**src/rtl/max_pri_arbiter_if.sv**
```systemverilog
// rtl/max_pri_arbiter_if.sv - request/grant bundle between requesters and the max-priority arbiter
interface max_pri_arbiter_if #(
    parameter int W = 4
);
    logic [3:0]     req;
    logic [4*W-1:0] pri;
    logic [3:0]     gnt;
    logic [1:0]     gnt_id;
    logic [W-1:0]   gnt_val;
    logic           tie;
    logic           busy;
    logic           tmo;

    modport master (
        output req, pri,
        input  gnt, gnt_id, gnt_val, tie, busy, tmo
    );

    modport slave (
        input  req, pri,
        output gnt, gnt_id, gnt_val, tie, busy, tmo
    );
endinterface

```
**src/rtl/max_pri_arbiter.sv**
```systemverilog
// rtl/max_pri_arbiter.sv - 4-lane max-priority arbiter, round-robin tie break, held grant
// Optional forced release after HOLD_MAX grant cycles when MAX_HOLD_EN is defined.
module max_pri_arbiter #(
    parameter int W        = 4,
    parameter int HOLD_MAX = 15
) (
    input  logic                 clk,
    input  logic                 rst_n,
    max_pri_arbiter_if.slave     bus
);
    localparam logic [0:0] IDLE  = 1'b0;
    localparam logic [0:0] GRANT = 1'b1;

    if (HOLD_MAX < 1 || HOLD_MAX > 255) begin : g_bad_hold
        $error("HOLD_MAX out of range 1..255");
    end

    logic [0:0]   state_q,  state_d;
    logic [3:0]   gnt_q,    gnt_d;
    logic [1:0]   gnt_id_q, gnt_id_d;
    logic [W-1:0] gnt_val_q, gnt_val_d;
    logic         tie_q,    tie_d;
    logic [1:0]   rr_ptr_q, rr_ptr_d;

    logic [3:0]   elig;
    logic [3:0]   cand;
    logic [W-1:0] max_v;
    logic [2:0]   cand_cnt;
    logic [1:0]   win;
    logic         found;
    logic [1:0]   idx;

`ifdef MAX_HOLD_EN
    localparam logic [7:0] HOLD_LIM = 8'(HOLD_MAX);
    logic [7:0] hold_q, hold_d;
    logic [3:0] mask_q, mask_d;
    logic       tmo_q,  tmo_d;
    logic [3:0] masked;

    // A timed-out lane sits out one arbitration, but only if someone else wants the resource.
    always_comb begin
        masked = bus.req & ~mask_q;
        elig   = (masked != 4'd0) ? masked : bus.req;
    end
`else
    always_comb elig = bus.req;
`endif

    always_comb begin
        max_v    = '0;
        cand_cnt = 3'd0;
        win      = 2'd0;
        found    = 1'b0;
        idx      = 2'd0;
        for (int i = 0; i < 4; i++) begin
            if (elig[i] && bus.pri[i*W +: W] > max_v)
                max_v = bus.pri[i*W +: W];
        end
        for (int i = 0; i < 4; i++) begin
            cand[i]  = elig[i] && (bus.pri[i*W +: W] == max_v);
            cand_cnt = cand_cnt + {2'd0, cand[i]};
        end
        // Scan candidates starting at the round-robin pointer.
        for (int k = 0; k < 4; k++) begin
            idx = rr_ptr_q + 2'(k);
            if (!found && cand[idx]) begin
                win   = idx;
                found = 1'b1;
            end
        end
    end

    always_comb begin
        state_d   = state_q;
        gnt_d     = gnt_q;
        gnt_id_d  = gnt_id_q;
        gnt_val_d = gnt_val_q;
        tie_d     = tie_q;
        rr_ptr_d  = rr_ptr_q;
`ifdef MAX_HOLD_EN
        hold_d    = hold_q;
        mask_d    = mask_q;
        tmo_d     = 1'b0;
`endif
        case (state_q)
            IDLE: begin
                if (bus.req != 4'd0) begin
                    state_d   = GRANT;
                    gnt_d     = 4'b0001 << win;
                    gnt_id_d  = win;
                    gnt_val_d = bus.pri[win*W +: W];
                    tie_d     = (cand_cnt > 3'd1);
                    rr_ptr_d  = win + 2'd1;
`ifdef MAX_HOLD_EN
                    hold_d    = 8'd0;
                    mask_d    = 4'd0;
`endif
                end
            end
            default: begin
                if (!bus.req[gnt_id_q]) begin
                    state_d = IDLE;
                    gnt_d   = 4'd0;
                    tie_d   = 1'b0;
                end
`ifdef MAX_HOLD_EN
                else if (hold_q == HOLD_LIM - 8'd1) begin
                    state_d = IDLE;
                    gnt_d   = 4'd0;
                    tie_d   = 1'b0;
                    tmo_d   = 1'b1;
                    mask_d  = gnt_q;
                end else begin
                    hold_d  = hold_q + 8'd1;
                end
`endif
            end
        endcase
    end

    always_ff @(posedge clk or negedge rst_n) begin
        if (!rst_n) begin
            state_q   <= IDLE;
            gnt_q     <= 4'd0;
            gnt_id_q  <= 2'd0;
            gnt_val_q <= '0;
            tie_q     <= 1'b0;
            rr_ptr_q  <= 2'd0;
        end else begin
            state_q   <= state_d;
            gnt_q     <= gnt_d;
            gnt_id_q  <= gnt_id_d;
            gnt_val_q <= gnt_val_d;
            tie_q     <= tie_d;
            rr_ptr_q  <= rr_ptr_d;
        end
    end

`ifdef MAX_HOLD_EN
    always_ff @(posedge clk or negedge rst_n) begin
        if (!rst_n) begin
            hold_q <= 8'd0;
            mask_q <= 4'd0;
            tmo_q  <= 1'b0;
        end else begin
            hold_q <= hold_d;
            mask_q <= mask_d;
            tmo_q  <= tmo_d;
        end
    end
    assign bus.tmo = tmo_q;
`else
    assign bus.tmo = 1'b0;
`endif

    assign bus.gnt     = gnt_q;
    assign bus.gnt_id  = gnt_id_q;
    assign bus.gnt_val = gnt_val_q;
    assign bus.tie     = tie_q;
    assign bus.busy    = (state_q == GRANT);
endmodule

```
**src/flat_wrapper.sv**
```systemverilog
// flat-port wrapper written by rule: the top's interface ports become plain ports
module max_pri_arbiter_flat 
#(
    parameter int W        = 4,
    parameter int HOLD_MAX = 15
)
  (clk, rst_n, bus_req, bus_pri, bus_gnt, bus_gnt_id, bus_gnt_val, bus_tie, bus_busy, bus_tmo);
  max_pri_arbiter_if #(.W(W)) bus_i ();
  input  logic clk;
  input  logic rst_n;
  input wire logic [$bits(bus_i.req)-1:0] bus_req;
  input wire logic [$bits(bus_i.pri)-1:0] bus_pri;
  output wire logic [$bits(bus_i.gnt)-1:0] bus_gnt;
  output wire logic [$bits(bus_i.gnt_id)-1:0] bus_gnt_id;
  output wire logic [$bits(bus_i.gnt_val)-1:0] bus_gnt_val;
  output wire logic [$bits(bus_i.tie)-1:0] bus_tie;
  output wire logic [$bits(bus_i.busy)-1:0] bus_busy;
  output wire logic [$bits(bus_i.tmo)-1:0] bus_tmo;
  assign bus_i.req = bus_req;
  assign bus_i.pri = bus_pri;
  assign bus_gnt = bus_i.gnt;
  assign bus_gnt_id = bus_i.gnt_id;
  assign bus_gnt_val = bus_i.gnt_val;
  assign bus_tie = bus_i.tie;
  assign bus_busy = bus_i.busy;
  assign bus_tmo = bus_i.tmo;
  max_pri_arbiter #(.W(W), .HOLD_MAX(HOLD_MAX)) u_core (.clk(clk), .rst_n(rst_n), .bus(bus_i));
endmodule
```
**config.mk**
```make
export PLATFORM = sky130hd
export DESIGN_NAME = max_pri_arbiter_flat
export DESIGN_NICKNAME = d
export VERILOG_FILES = /design/src/rtl/max_pri_arbiter_if.sv /design/src/rtl/max_pri_arbiter.sv /design/src/flat_wrapper.sv
export SDC_FILE = /design/constraint.sdc
export NUM_CORES = 1
export LEC_CHECK = 0
export ABC_AREA = 1
export CAP_MARGIN = 20
export CORE_ASPECT_RATIO = 1.1
export CORE_MARGIN = 1.5
export CORE_UTILIZATION = 30
export CTS_BUF_LIST = sky130_fd_sc_hd__clkbuf_2 sky130_fd_sc_hd__clkbuf_4 sky130_fd_sc_hd__clkbuf_8
export DETAILED_ROUTE_END_ITERATION = 12
export GPL_TIMING_DRIVEN = 0
export SLEW_MARGIN = 10
export SYNTH_ARGS = -nofsm -noshare
export SYNTH_HDL_FRONTEND = slang
export SYNTH_SLANG_ARGS = --single-unit
```
**constraint.sdc**
```tcl
create_clock -name clk -period 1.9 [get_ports clk]
set_input_delay 0.57 -clock clk [delete_from_list [all_inputs] [get_ports clk]]
set_output_delay 0.57 -clock clk [all_outputs]
set_load 0.005 [all_outputs]
```
Yosys cells after proc, flatten, opt, wreduce, memory -nomap -nowiden
Cells that the tools add are included.

cells by class
  add/sub/neg operators = 7
  multipliers = 0
  divide/modulo/power cells = 0
  order comparisons = 10
  eq/ne operators = 5
  shift-type cells = 2
  muxes and demuxes = 30
  bitwise logic cells = 1
  reduce and logical (&&, ||, !) cells = 18

operators with widths
  cell                                                number
  two-way mux 4 bit                                   7
  == test 4 bit                                       4
  indexed part select 16 x 5 -> 4 bit                 1
  < comparator 2 x 3 -> 1 bit, second input constant  5
  two-way mux 1 bit                                   14
  > comparator 4 bit                                  3
  logical AND 1 bit                                   11
  binary-select mux 1 bit (select 2 bit)              5
  two-way mux 2 bit                                   4
  adder 3 x 1 -> 3 bit                                2
  adder 2 x 1 -> 2 bit, second input constant         2
  adder 2 bit, second input constant                  2
  > comparator 4 x 1 -> 1 bit, second input constant  1
  AND reduction 2 bit                                 2
  nonzero test 4 bit                                  1
  << shifter 1 x 2 -> 4 bit, first input constant     1
  > comparator 3 x 1 -> 1 bit, second input constant  1
  logical NOT 1 bit                                   3
  adder 1 x 1 -> 2 bit                                1
  inequality test 2 bit, second input constant        1
  nonzero test 2 bit                                  1
  NOT 1 bit                                           1

storage, ports and cells
  register bits = 14
  latch bits = 0
  RAM bits = 0
  memory bits (read-only) = 0
  input bits = 22
  output and inout bits = 13
  logic and storage cells = 79
  memories kept = 0

Logic depth before layout (Yosys ltp)
Gate-level depths: netlist of run 1.

  depth in word-level cells = 29
  gate-level depth with buffers = 46
  mapped depth without buffers = 46

Worst setup path after synthesis of run 1
Ideal clock, no wire load.

  kind = input to register
  start = in bus_pri[3]
  end = reg u_core.gnt_val_q[0] (netlist: u_core.bus.gnt_val[0])
  setup time = 0.117 ns
  arrival = 4.609 ns
  required time = 1.783 ns
  slack = -2.825 ns
  cell stages on the path = 43
  path buffers = 2
  cell sequence = inv_1 > nand3_1 > nand3_1 > ha_1 > nand2_1 > nand2_1 > nand2_1 > nand2_2 > nand2_4 > nand2_1 > nand2_1 > inv_1 > ha_1 > nand2_1 > nor2_1 > nor2_1 > nand2_4 > inv_2 > (+7 left out) > buf_4 > nand3_2 > nand2_1 > xor2_1 > nand3_1 > nand2_1 > nand2_2 > nand2_2 > nand2_2 > nand2_2 > nand2_1 > nand2_2 > buf_6 > nand3_1 > nand3_1 > nand2_1 > nand2_1 > nand2_1

on the way
  longest elaborated chain between the ends = 27
  elaborated cells between the ends (all ways) = 42
  those cells by class = order compare: 4; eq/ne: 4; shift: 1; mux: 19; reduce/logical: 14

ends and longest elaborated chain
  element                                  line                    text
  start, declared                          flat_wrapper.sv:12      input wire logic [$bits(bus_i.pri)-1:0] bus_pri;
  > comparator 4 x 1 -> 1 bit              max_pri_arbiter.sv:56   if (elig[i] && bus.pri[i*W +: W] > max_v)
  logical AND 1 bit                        max_pri_arbiter.sv:56
  two-way mux 4 bit                        max_pri_arbiter.sv:56
  > comparator 4 bit                       max_pri_arbiter.sv:56
  logical AND 1 bit                        max_pri_arbiter.sv:56
  two-way mux 4 bit                        max_pri_arbiter.sv:56
  > comparator 4 bit                       max_pri_arbiter.sv:56
  logical AND 1 bit                        max_pri_arbiter.sv:56
  (+11 left out)                           n/a
  two-way mux 1 bit                        max_pri_arbiter.sv:66   if (!found && cand[idx]) begin
  logical NOT 1 bit                        max_pri_arbiter.sv:66
  logical AND 1 bit                        max_pri_arbiter.sv:66
  two-way mux 1 bit                        max_pri_arbiter.sv:66
  logical NOT 1 bit                        max_pri_arbiter.sv:66
  logical AND 1 bit                        max_pri_arbiter.sv:66
  two-way mux 2 bit (*)                    max_pri_arbiter.sv:66
  indexed part select 16 x 5 -> 4 bit (*)  max_pri_arbiter.sv:91   gnt_val_d = bus.pri[win*W +: W];
  end signal, assigned                     max_pri_arbiter.sv:133  gnt_val_q <= gnt_val_d;
  end, declared                            max_pri_arbiter.sv:21   logic [W-1:0] gnt_val_q, gnt_val_d;

Mark *: on every way between the ends. The rest lies on a longest branch, timed or not. The select of a mux whose other input is x is not followed.
A chain may end at the register's enable or synchronous reset.

Final worst setup path of run 1
  start = in bus_pri[2]
  end = reg u_core.gnt_val_q[3] (netlist: u_core.bus.gnt_val[3])

Same word-level chain as after synthesis.

==> results.md, run 1 <==
* Status: complete, but fails checks
* Failing checks: negative setup slack
* FF-to-FF End: u_core.bus.gnt_val[3]
* Worst path max stage delay at 0.29 ns
* Post-layout nets at approximately 440
* Initial antenna violation count at 0
* Slew HR at 58.8%
* Dpl cells at between 400 and 500
* Final WL at 6870 um
* Final non-filler cell total at 484
* Worst-Margin Slew at 0.617 ns
* CP Launch Type: input pin
* Period Utilization, post-route at 265%
* Gpl congestion at 0.891
* Core Rows at 30
* First-pass GRT wire length at 10800 um
* Ant diodes at 0
* Syn_nets at around 370
* Max Fclk at 199 MHz
* Internal power at 1.84 mW
* DIE WIDTH at 80.5 um
* Clock share of power at 7.7%
* Hold Buf Count CTS at 0
* Layout Utilization at 53.1%
* Cell area after synthesis at ~2000 um2
* Syn Inst Count at 338
* Layout cells sized above 1 at 39.9%
* I/O pin count at 35
* Leakage at ~1.7 nW
* Tot GR Track Use at 19.6%
* Pre-CTS setup slack at -4.10 ns
* Post-synthesis register bit count at 14
* Die ar. at 7110 um2
* Via count at 2493
* Clock root buffer: clkbuf_8
* Avg Cell Area, Syn at 5.87 um2
* H-tree Lvls at 1
* Remaining DRCs at 0
* Remaining Overflow, GRT at 0
* Hold Path Class: reg2reg
* Slowest cell on crit path: ha_4
* Max cap viols at 0
* Flop pwr share at between 10% and 20%
* Worst Setup Path Type: in2reg
* Unrepaired setup endpoints after global routing: true
* Port bufs at 33
* Antenna Violating Nets Remaining at 0
* Clock Latency Late Sink at 0.24 ns
* Initial DRC Count at between 100 and 150
* Pwr dens at 1110 nW/um2
* Fin Hold WS at 0.476 ns
* Clk sink count at 14
* CTS tree: done
* Largest net degree at the start of global routing at 15
* Distinct cells, synth at 29
* Worst Skew at ~0.0044 ns
* Total CTS buffers at 3
* R2r startpoint: u_core.rr_ptr_q[0]
* YS warnings at 0
* Kind of end point of the critical path: flop
* Final hold vios at 0
* Logic pwr share at 77.7%
* Crit path capture: u_core.bus.gnt_val[3]
* Area grow syn2layout at 67.7%
* Sw frac at 50.4%
* Clock transition at path regs at 0.05 ns
* Crit. Startpoint: bus_pri[2]
* Initial Util at 31.6%
* Required @ worst endpoint at 2.03 ns
* Cell area after layout at 3330 um2
* Sequential fraction of the synthesis area at around 18%
* Psw at ~1.9 mW
* Pre-antenna DRT Iters at 4
* Final Max Tran Viols at 0
* Post-DP HPWL at around 5000 um
* Core area at between 6000 and 7000 um2
* Critical Path Most Common Cell: nand2_1
* Max FO, Critical Path at 7
* Clock Tree Buf Depth at 2
* Worst path arrival time at 5.16 ns
* Fillers at 591
* Routed vias/inst at 5.15
* Die H at 88.3 um
* Vias in the first global route at around 2300
* VDD IR max at 0.000500 V
* R2R setup slack at -0.20 ns
* Final WS setup at -3.13 ns
* Worst r2r path cells at 14
* Setup violators final at 13
* Routed wire per std cell at 14.2 um
* Min cycle time layout at 5.03 ns
* Placement Cell Area at 2520 um2
## through the flow
stage	power [mW]	setup TNS (ns)
global placement	2.62	-51.27
floorplan	2.01	-34.90
detailed placement	2.64	-52.10
global route	4.04	-43.42
finish	3.70	-39.20
CTS	3.36	-38.62
## power by group through the flow
stage	sequential, mW	clock (mW)	combinational (mW)
floorplan	0.529	0	1.48
finish	0.540	0.284	2.88
detailed placement	0.540	0	2.10
global route	0.556	0.309	3.18
CTS	0.538	0.292	2.53
global placement	0.538	0	2.08
## synthesized netlist by cell type
library cell | number | area [um2]
nand2_1 | 121 | 454
a21boi_0 | 2 | 15.0
conb_1 | 1 | 3.75
nor4_1 | 1 | 6.26
o21bai_1 | 1 | 7.51
ha_1 | 14 | 175
o21ai_1 | 1 | 5.00
nor2_1 | 10 | 37.5
inv_2 | 1 | 3.75
o211ai_1 | 1 | 7.51
inv_1 | 39 | 146
o21a_1 | 2 | 15.0
buf_6 | 1 | 11.3
o21ai_0 | 6 | 30.0
nand2_4 | 2 | 22.5
nand3_1 | 73 | 365
clkbuf_1 | 1 | 3.75
a21oi_1 | 6 | 30.0
nor2_4 | 1 | 11.3
nor3b_1 | 1 | 7.51
nand4_1 | 9 | 56.3
nand2_2 | 11 | 68.8
nor2_2 | 7 | 43.8
dfrtp_1 | 14 | 350
buf_2 | 2 | 10.0
buf_4 | 2 | 15.0
xor2_1 | 2 | 17.5
o211ai_2 | 1 | 12.5
nand3_2 | 5 | 50.1
## layer usage
metal	wire [um]	vias to the layer above	global-route usage, %
met2	3520	61	33.8
met1	2930	1166	25.5
li1	-	1248	-
met3	227	18	1.96
met5	0	-	0
met4	197	0	6.74
## kinds of logic after synthesis
family | count (synthesis) | synth area share [%]
compound gates | 20 | 6.18
xor+xnor | 2 | 0.883
fa+ha+maj | 14 | 8.83
buf+inv | 46 | 9.59
flops | 14 | 17.7
other cells | 1 | 0.189
simple gates | 241 | 56.7
## repair_timing
item,4_1_cts,5_1_grt
gates cloned,3,0
pin swaps,42,39
resized for setup,106,57
setup endpoints to repair,14,14
buffers inserted,19,8
## state kept, by name (all words and copies together) (netlist names)
| signal | cells |
|---|---|
| u_core.bus.gnt | 4 |
| u_core.bus.gnt_val | 4 |
| u_core.bus.gnt_id | 2 |
| u_core.rr_ptr_q | 2 |
| u_core.bus.busy | 1 |
| u_core.bus.tie | 1 |
## layout make-up
cell class	count	area [um2]	share of cell area [%]
multi-input combinational	279	2000	60.2
timing repair buffer	61	596	17.9
sequential	14	350	10.5
inverter	40	165	4.97
tap	80	100	3.01
buffer	6	57.6	1.73
clock buffer	4	55.1	1.66
## worst max-delay path, delay by kind of cell
family / cells / cell delay [ns]
adder cells (fa/ha/maj): 3 / 0.83
AO/OA/AOI/OAI: 2 / 0.20
AND/OR/NAND/NOR: 27 / 2.46
buffers and inverters: 10 / 1.10
## worst min path at each step
| stage | startpoint | end | slack [ns] | cells past startpoint |
|---|---|---|---|---|
| global route | u_core.bus.gnt_val[2] | u_core.bus.gnt_val[2] | 0.51 | 2 |
| finish | u_core.bus.gnt_val[2] | u_core.bus.gnt_val[2] | 0.48 | 2 |
| detailed placement | u_core.bus.gnt_val[2] | u_core.bus.gnt_val[2] | 0.46 | 2 |
| floorplan | rst_n | u_core.bus.busy | 0.27 | 0 |
| CTS | u_core.bus.gnt_val[2] | u_core.bus.gnt_val[2] | 0.48 | 2 |
| global placement | u_core.bus.gnt_val[2] | u_core.bus.gnt_val[2] | 0.47 | 2 |
## cell usage in the layout (no fill, tap or decap), drive strengths merged
cell type        n
clkdlybuf4s15    3
dfrtp           14
nand3           78
conb             1
nor3b            1
a21boi           2
o21bai           1
nand4            9
dlygate4sd2      1
nand2          135
ha              14
nor2            18
a21oi            6
buf             38
xor2             2
o21a             2
o211ai           2
o21ai            7
nor4             1
inv             40
clkbuf           5
clkdlybuf4s50   24
No activity file was read; power rests on OpenSTA's default activity.
==> run 2, diff against run 1 <==
Settings changed: TNS_END_PERCENT set to 30.
==> results.md, run 2 (synthesis results as in run 1) <==
* Status: complete, but fails checks
* Failing checks: negative setup slack
* Area grow syn2layout at 83.4%
* VDD IR max at 0.000603 V (+21%)
* Clock root buffer: clkbuf_8
* Clock Latency Late Sink at 0.24 ns (about the same)
* Leakage at 1.81 nW (+7.9%)
* First-pass GRT wire length at 12600 um (+16%)
* Post-DP HPWL at 4870 um (-2.2%)
* Fin Hold WS at 0.468 ns (-0.00766 ns)
* R2r startpoint: u_core.rr_ptr_q[0]
* Core area at 6270 um2 (unchanged)
* Dpl cells at 451 (unchanged)
* Most common cell after layout, fill and taps aside: nand2_1
* CP Launch Type: input pin
* Largest net degree at the start of global routing at 15 (unchanged)
* Final WL at 8000 um (+16%)
* Die H at 88.3 um (unchanged)
* Period Utilization, post-route at 270% (+5.1 points)
* Max Fclk at 195 MHz (-1.9%)
* Slowest cell on crit path: ha_4
* H-tree Lvls at 1 (unchanged)
* Required @ worst endpoint at 2.03 ns (about the same)
* Hold Path Class: reg2reg
* Worst path max stage delay at 0.26 ns (-0.03 ns)
* Initial Util at 31.6% (unchanged)
* Hold Buf Count CTS at 0 (unchanged)
* Clock Tree Buf Depth at 2 (unchanged)
* Routed vias/inst at 5.37 (+4.3%)
* Final non-filler cell total at 505 (+4.3%)
* Remaining DRCs at 0 (unchanged)
* Most frequent cells in the layout: 74 x nand2_1, 46 x buf_4, 40 x nand3_1
* Slew HR at 58.0% (-0.80 points)
* Gpl congestion at 0.896 (+0.49%)
* Crit. Startpoint: bus_pri[0]
* Min cycle time layout at 5.12 ns (+0.0960 ns)
* Layout cells sized above 1 at 48.2% (+8.4 points)
* Routed wire per std cell at 15.8 um (+12%)
* Port bufs at 33 (unchanged)
* Max cap viols at 0 (unchanged)
* Hold Startpoint: u_core.bus.gnt_val[0]
* Post-layout nets at 463 (+5.0%)
* I/O pin count at 35 (unchanged)
* Setup violators final at 13 (unchanged)
* Total power draw at 3.99 mW (+7.9%)
* Pre-antenna DRT Iters at 4 (unchanged)
* Via count at 2713 (+8.8%)
* Clock transition at path regs at 0.05 ns (about the same)
* Clk sink count at 14 (unchanged)
* Initial antenna violation count at 0 (unchanged)
* Pwr dens at 1100 nW/um2 (-1.4%)
* Tot GR Track Use at 22.5% (+2.9 points)
* Remaining Overflow, GRT at 0 (unchanged)
* Total CTS buffers at 3 (unchanged)
* Worst Setup Path Type: in2reg
* Final Max Tran Viols at 0 (unchanged)
* Max FO, Critical Path at 7 (unchanged)
* CTS tree: done
* Worst-Margin Slew at 0.629 ns (+0.0120 ns)
* Ant diodes at 0 (unchanged)
* Final hold vios at 0 (unchanged)
* Final WS setup at -3.22 ns (-0.0960 ns)
* Kind of end point of the critical path: flop
* Die ar. at 7110 um2 (unchanged)
* Worst path arrival time at 5.25 ns (+0.09 ns)
* DIE WIDTH at 80.5 um (unchanged)
* Layout Utilization at 58.0% (+5.0 points)
* Worst Skew at 0.00563 ns (+0.00122 ns)
* Vias in the first global route at 2754 (+19%)
* Unrepaired setup endpoints after global routing: true
* Core Rows at 30 (unchanged)
* Initial DRC Count at 183 (+61%)
* Antenna Violating Nets Remaining at 0 (unchanged)
-- run 2: changes by cell type in the layout (fill, tap and decap cells not counted), moves of 3 or more --
cell             before  now
ha_1                  8    5
buf_6                10    7
ha_4                  6    9
nand2_4              16   19
clkdlybuf4s15_2       3    0
nor2_4                6   11
nor2_2                7    2
nand2_2              30   39
buf_4                22   46
clkbuf_2              0    3
nand3_2              25   29
nand3_1              46   40
nand2_1              86   74
-- run 2: power breakdown --
group | switching, mW | leakage, nW | internal [mW]
logic | 1.80 | 1.62 | 1.41
clock network | 0.0971 | 0.0216 | 0.140
registers | 0.112 | 0.177 | 0.428
-- run 2: per-stage QoR --
step,setup TNS (ns),worst slack [ns],area [um2]
6_report,-40.96,-3.22,3640
3_3_place_gp,-51.64,-4.03,2500
5_1_grt,-44.25,-3.48,3640
4_1_cts,-38.93,-3.07,3260
2_1_floorplan,-35.11,-2.77,2070
3_5_place_dp,-52.87,-4.13,2500
-- run 2: repair_timing --
action / CTS / global route
endpoints found under the hold margin: 0 / 0
cloned: 2 / 0
setup endpoints to repair: 14 / 14
gates resized for setup: 134 / 68
pin swaps: 67 / 49
buffers inserted: 38 / 11
-- run 2: worst paths after layout --
path / to / slack [ns] / cells after the start
hold / removal: u_core.bus.gnt_val[0] / 0.47 / 2
setup / recovery: u_core.bus.gnt_val[0] / -3.22 / 42
max in group asynchronous: u_core.bus.gnt_id[0] / 0.77 / 1
setup reg to reg: u_core.bus.gnt_val[0] / -0.26 / 13
min in group asynchronous: u_core.bus.gnt[2] / 0.72 / 1
hold reg to reg: u_core.bus.gnt_val[0] / 0.47 / 2
-- run 2: area by class of cell --
type	count	area, um2
Inverter	40	173
Timing Repair Buffer	84	776
Sequential cell	14	350
Fill cell	523	2630
Clock buffer	3	41.3
Tap cell	80	100
Multi-Input combinational cell	278	2140
Buffer	6	55.1
-- run 2: worst max-delay path, delay by kind of cell --
kind,cells,cell delay (ns)
compound gates,1,0.19
fa+ha+maj,3,0.67
buf+inv,8,0.90
simple gates,30,2.89
-- run 2: routing by layer --
layer  global-route usage (%)  vias to the layer above  part of all wire, %
li1                         -                     1295                    -
met1                     27.1                     1307                   40
met2                     40.0                       79                   52
met3                     2.99                       32                  4.1
met4                     9.56                        0                  4.5
met5                        0                        -                    0
